==> config.mk <==
export PLATFORM = sky130hd
export DESIGN_NAME = hazard_detect
export DESIGN_NICKNAME = d
export VERILOG_FILES = /design/src/rtl/hazard_detect_pkg.sv /design/src/rtl/hazard_dest_pipe.sv /design/src/rtl/hazard_detect.sv
export SDC_FILE = /design/constraint.sdc
export NUM_CORES = 1
export LEC_CHECK = 0
export ABC_CLOCK_PERIOD_IN_PS = 1800
export CORE_ASPECT_RATIO = 1.1
export CORE_UTILIZATION = 44
export CTS_CLUSTER_DIAMETER = 100
export DETAILED_ROUTE_END_ITERATION = 6
export PLACE_DENSITY = 0.78
export SLEW_MARGIN = 20
export SYNTH_ARGS = -nofsm -noshare
export SYNTH_HDL_FRONTEND = slang
export SYNTH_SLANG_ARGS = --single-unit
==> constraint.sdc <==
create_clock -name clk -period 1.8 [get_ports clk]
set_input_delay 0.18 -clock clk [delete_from_list [all_inputs] [get_ports clk]]
set_output_delay 0.18 -clock clk [all_outputs]
set_load 0.02 [all_outputs]
==> src/rtl/hazard_detect_pkg.sv <==
// Shared definitions for the decode-stage hazard detection unit:
// default widths, the branch opcode prefix, and the tracker entry layout.
package hazard_detect_pkg;

   localparam int unsigned AW          = 5;
   localparam int unsigned TRACK_DEPTH = 4;

   // Opcodes 6'h10..6'h13 are branches.
   localparam logic [3:0] BRANCH_PREFIX = 4'b0100;

   // One in-flight writer: destination register and whether it really writes.
   typedef struct packed {
      logic          valid;
      logic [AW-1:0] addr;
   } trk_entry_t;

   function automatic logic is_branch(input logic [3:0] op_hi);
      return op_hi == BRANCH_PREFIX;
   endfunction

endpackage

==> src/rtl/hazard_dest_pipe.sv <==
// Destination tracker: a DEPTH-slot shift register of {valid, addr} for writers
// that have left decode, compared against both decode read ports.
// Ports:
//   clk, rst              clock, asynchronous active-low reset
//   push_valid, push_addr writer leaving decode this cycle
//   rd_addr1/2, rd_en1/2  decode-stage read ports
//   match_c               combinational: an enabled read hits a tracked writer
module hazard_dest_pipe #(
   parameter int unsigned DEPTH  = 4,
   parameter int unsigned ADDR_W = 5
) (
   input  logic              clk,
   input  logic              rst,
   input  logic              push_valid,
   input  logic [ADDR_W-1:0] push_addr,
   input  logic [ADDR_W-1:0] rd_addr1,
   input  logic              rd_en1,
   input  logic [ADDR_W-1:0] rd_addr2,
   input  logic              rd_en2,
   output logic              match_c
);
   import hazard_detect_pkg::*;

   trk_entry_t entries_q [DEPTH];
   trk_entry_t entries_d [DEPTH];

   // Shift: new writer enters slot 0, the oldest slot falls off the end.
   always_comb begin
      entries_d[0].valid = push_valid;
      entries_d[0].addr  = push_addr;
      for (int i = 1; i < DEPTH; i++) begin
         entries_d[i] = entries_q[i-1];
      end
   end

   always_ff @(posedge clk or negedge rst) begin
      if (!rst) begin
         for (int i = 0; i < DEPTH; i++) begin
            entries_q[i] <= '0;
         end
      end else begin
         for (int i = 0; i < DEPTH; i++) begin
            entries_q[i] <= entries_d[i];
         end
      end
   end

   // Only registered entries are compared, so an instruction never sees its own write.
   always_comb begin
      match_c = 1'b0;
      for (int i = 0; i < DEPTH; i++) begin
         if (entries_q[i].valid &&
             ((rd_en1 && (entries_q[i].addr == rd_addr1)) ||
              (rd_en2 && (entries_q[i].addr == rd_addr2)))) begin
            match_c = 1'b1;
         end
      end
   end

endmodule

==> src/rtl/hazard_detect.sv <==
// Decode-stage hazard detection: RAW data hazards against in-flight writers and
// control hazards from call/return/branch held until fetch returns the clear.
// Ports:
//   clk, rst                          clock, asynchronous active-low reset
//   opcode                            decode opcode (branch decode only)
//   RegWrite, ALU_logic, and_add_imm  destination selection and write enable
//   load, pop_push, R_I_type_rs       present on the interface, not used
//   call, ret                         control-flow instructions in decode
//   R_type_rd, R_I_type_rt_rd         candidate destinations
//   rd_addr1/2, rd_en1/2              decode read ports
//   clr_call_haz/ret/branch           clear matching pending control hazard
//   data_hazard, control_hazard       combinational hazard outputs
module hazard_detect #(
   parameter int unsigned TRACK_DEPTH = hazard_detect_pkg::TRACK_DEPTH,
   parameter int unsigned AW          = hazard_detect_pkg::AW
) (
   input  logic          clk,
   input  logic          rst,
   input  logic [5:0]    opcode,
   input  logic          RegWrite,
   input  logic          ALU_logic,
   input  logic          load,
   input  logic          pop_push,
   input  logic          call,
   input  logic          ret,
   input  logic          and_add_imm,
   input  logic [AW-1:0] R_type_rd,
   input  logic [AW-1:0] R_I_type_rt_rd,
   input  logic [AW-1:0] R_I_type_rs,
   input  logic [AW-1:0] rd_addr1,
   input  logic [AW-1:0] rd_addr2,
   input  logic          rd_en1,
   input  logic          rd_en2,
   input  logic          clr_call_haz,
   input  logic          clr_ret_haz,
   input  logic          clr_branch_haz,
   output logic          data_hazard,
   output logic          control_hazard
);

   logic [AW-1:0] dest_c;
   logic          branch_c;
   logic          push_valid_c;
   logic          call_p_q, call_p_d;
   logic          ret_p_q,  ret_p_d;
   logic          br_p_q,   br_p_d;
   logic          unused_ok;

   always_comb unused_ok = ^{load, pop_push, R_I_type_rs, opcode[1:0]};

   // R-type register ALU ops write rd; immediates and everything else write rt.
   always_comb begin
      dest_c       = (ALU_logic && !and_add_imm) ? R_type_rd : R_I_type_rt_rd;
      branch_c     = hazard_detect_pkg::is_branch(opcode[5:2]);
      // A stalled or squashed decode slot becomes a bubble, not a tracked writer.
      push_valid_c = RegWrite & ~data_hazard & ~control_hazard;
   end

   // Pending control flags: a new set beats a simultaneous clear.
   always_comb begin
      call_p_d = call_p_q;
      ret_p_d  = ret_p_q;
      br_p_d   = br_p_q;
      if (call)              call_p_d = 1'b1;
      else if (clr_call_haz) call_p_d = 1'b0;
      if (ret)               ret_p_d  = 1'b1;
      else if (clr_ret_haz)  ret_p_d  = 1'b0;
      if (branch_c)            br_p_d = 1'b1;
      else if (clr_branch_haz) br_p_d = 1'b0;
   end

   always_ff @(posedge clk or negedge rst) begin
      if (!rst) begin
         call_p_q <= 1'b0;
         ret_p_q  <= 1'b0;
         br_p_q   <= 1'b0;
      end else begin
         call_p_q <= call_p_d;
         ret_p_q  <= ret_p_d;
         br_p_q   <= br_p_d;
      end
   end

   always_comb control_hazard = call | ret | branch_c | call_p_q | ret_p_q | br_p_q;

   hazard_dest_pipe #(
      .DEPTH  (TRACK_DEPTH),
      .ADDR_W (AW)
   ) u_dest_pipe (
      .clk        (clk),
      .rst        (rst),
      .push_valid (push_valid_c),
      .push_addr  (dest_c),
      .rd_addr1   (rd_addr1),
      .rd_en1     (rd_en1),
      .rd_addr2   (rd_addr2),
      .rd_en2     (rd_en2),
      .match_c    (data_hazard)
   );

endmodule

==> flow_summary.ini <==
[finish]
finalNonFillerCells = 187
regArea_um2 = 676
multi_input_comb_area_um2 = 599
antenna_cells = 0
layout-drive-gt1-share_pct = 14.3
fill_cells = 239
final_util_pct = 62.7
final_cell_area_um2 = 1790
fin_nets = 200
syn_to_final_growth_pct = 31.1

[placement]
port_buffers = 37
dpl-instance-area_um2 = 1740
dp_cells = 181
dp_worst_setup_slack_ns = -0.596
dp_hpwl_mm = 2.30
gp_congestion = 0.918

[logic_synthesis]
syn_area_um2 = 1360
synth-warning-count = 0
synth_common_cells = xnor2_1, dfrtp_1, buf_4
synth_top_area_cell = dfrtp_1
ys.flop_type = dfrtp_1
ys_ff_latch = 27
synth-edff-count = 0
synthTopCellsByArea = dfrtp_1, xnor2_1, buf_4
synthCells = 115
synth_fp_nets = 160
synth_cell_type_count = 16
async_flop_share_pct = 100
synth_top_area_share_pct = 49.5
ys_seq_area_share_pct = 49.5
syn_avg_cell_area_um2 = 11.9
synth_most_common_cell = xnor2_1

[setup_path]
critPathCapture = data_hazard
r2r_end = u_dest_pipe.entries_d[17]
rr_worst_depth = 6
critical_path_class = reg2out
startpoint = u_dest_pipe.entries_d[4]
worst_ep_required_time_ns = 1.62
r2r_slack_ns = 0.10
r2r-start = u_dest_pipe.entries_d[4]
cp_max_fo = 3
worstSetupEndpointType = output port
arrival_ns = 1.83
start_kind = flop

[sta]
finalHoldViolCount = 0
finalClockSkew_ns = 0.00272
period_share_pct = 112
setup_tns_ns = -0.250
finalSetupViolations = 2
tightest_slew_ns = 0.409
max_slew_margin_pct = 72.4
whs_ns = 0.197
period_needed_ns = 2.01
slew_violations = 0
fmax_mhz = 497
setup_slack_ns = -0.213
rsz0062_at_grt = yes

[run]
cap_violations = 0

[detailed_routing]
vias = 936
route.detailed.drc = 0
drt-pass1-iter-count = 4
vias_per_cell = 5.01
drt-wirelength-per-cell_um = 15.3
final_antenna_net_count = 0
wl_mm = 2.87
drtIter0Drc = 9

[global_route]
grt_pass1_wl_mm = 4.46
use_met2_pct = 33.9
grt_overflow_total = 0
grt.busiest_layer = met2
grt_usage_pct = 19.7
grt_use_met1_pct = 23.0
first_global_vias = 1000
grt_max_degree = 28
antenna_found_initial = 0
use_met3_pct = 6.52

[pwr]
sw_frac_of_total_pct = 26.2
max-vdd-ir-drop_uv = 518
finalPower_mw = 1.21
powerDensity_nw_per_um2 = 675
power_leakage_nw = 0.704
intPower_uw = 891
pwr-share-clk_pct = 21.5
p_comb_share_pct = 21.5
seqPwrFrac_pct = 57.0
p_switching_uw = 316

[floorplanning]
num_io_pins = 47
placementRows = 20
core_um2 = 2850
die_y_um = 60.4
start_util_pct = 47.8
die_x_um = 55.1
dieArea_um2 = 3330

[clock_tree]
cts_root_buffer = clkbuf_4
cts_hold_buf = 0
htree_num_levels = 1
cts_tree = built
cts_buffers = 3
cts.clk_slew.worst_paths_ns = 0.14
cts_buffer_depth = 2
clock_latency_ns = 0.33
cts.sinks = 27

[status]
outcome = complete, but fails checks
violations = setup timing

[worst_hold_path]
hold_path.class = in2async
power groups by stage:
stage / registers [mW] / clock network, mW / logic (mW)
5_1_grt: 0.693 / 0.295 / 0.279
3_5_place_dp: 0.699 / 0 / 0.258
4_1_cts: 0.688 / 0.266 / 0.259
3_3_place_gp: 0.695 / 0 / 0.253
6_report: 0.688 / 0.260 / 0.259
2_1_floorplan: 0.689 / 0 / 0.151
area by class of cell:
cell class / instances / share of cell area (%)
clock inverter: 1 / 0.280
tap: 33 / 2.31
multi-input combinational: 74 / 33.5
sequential: 27 / 37.8
timing repair buffer: 45 / 24.0
clock buffer: 3 / 1.26
inverter: 4 / 0.840
sequential cells by signal, summed over array words and instances, names as in the netlist:
signal,cells
br_p_q,1
call_p_q,1
ret_p_q,1
u_dest_pipe.entries_d,18
u_dest_pipe.entries_q,6
critical path, stage by stage (launching register included):
cell and delay (ns):
dfrtp_1 0.46, xnor2_1 0.16, nand4_1 0.10, o22ai_1 0.08, or4_4 0.55, buf_6 0.15
cell usage in the layout, fill, tap and decap left out, types with 2 or more instances in the layout:
cell type,netlist,final
dlygate4sd2_1,0,3
clkdlybuf4s50_1,0,32
buf_4,9,8
inv_1,4,4
o22ai_1,4,4
buf_6,1,2
nand4_1,8,8
nand3_1,8,8
clkbuf_4,0,3
dfrtp_1,27,27
xnor2_1,40,40
a21o_1,3,3
mux2_2,5,5
cell families after synthesis:
| kind of cell | synth area share [%] |
|---|---|
| DFF | 49.5 |
| AOI/OAI and AO/OA | 3.49 |
| muxes | 4.13 |
| buffers and inverters | 6.88 |
| and+or+nand+nor | 10.3 |
| xor gates and xnor gates | 25.7 |
timing repair:
item	CTS	global route
gates cloned	0	0
pin swaps	7	3
buffers inserted	1	1
endpoints found under the setup margin	2	2
gates resized for setup	13	3
layer usage:
layer	routed length (um)	share of wire, %	vias up
li1	-	-	461
met1	1220	42	441
met2	1430	50	30
met3	177	6.2	4
met4	41	1.4	0
met5	0	0	-
worst min-delay path by stage:
stage / cells past startpoint / endpoint / start / slack [ns]
2_1_floorplan: 0 / br_p_q / rst / -0.12
5_1_grt: 2 / u_dest_pipe.entries_d[13] / rst / 0.23
6_report: 2 / u_dest_pipe.entries_q[1] / rst / 0.20
4_1_cts: 2 / u_dest_pipe.entries_d[7] / rst / 0.21
3_3_place_gp: 0 / u_dest_pipe.entries_d[11] / u_dest_pipe.entries_d[17] / 0.40
3_5_place_dp: 0 / u_dest_pipe.entries_q[5] / u_dest_pipe.entries_d[5] / 0.40
Power figures use the tool's default switching activity.
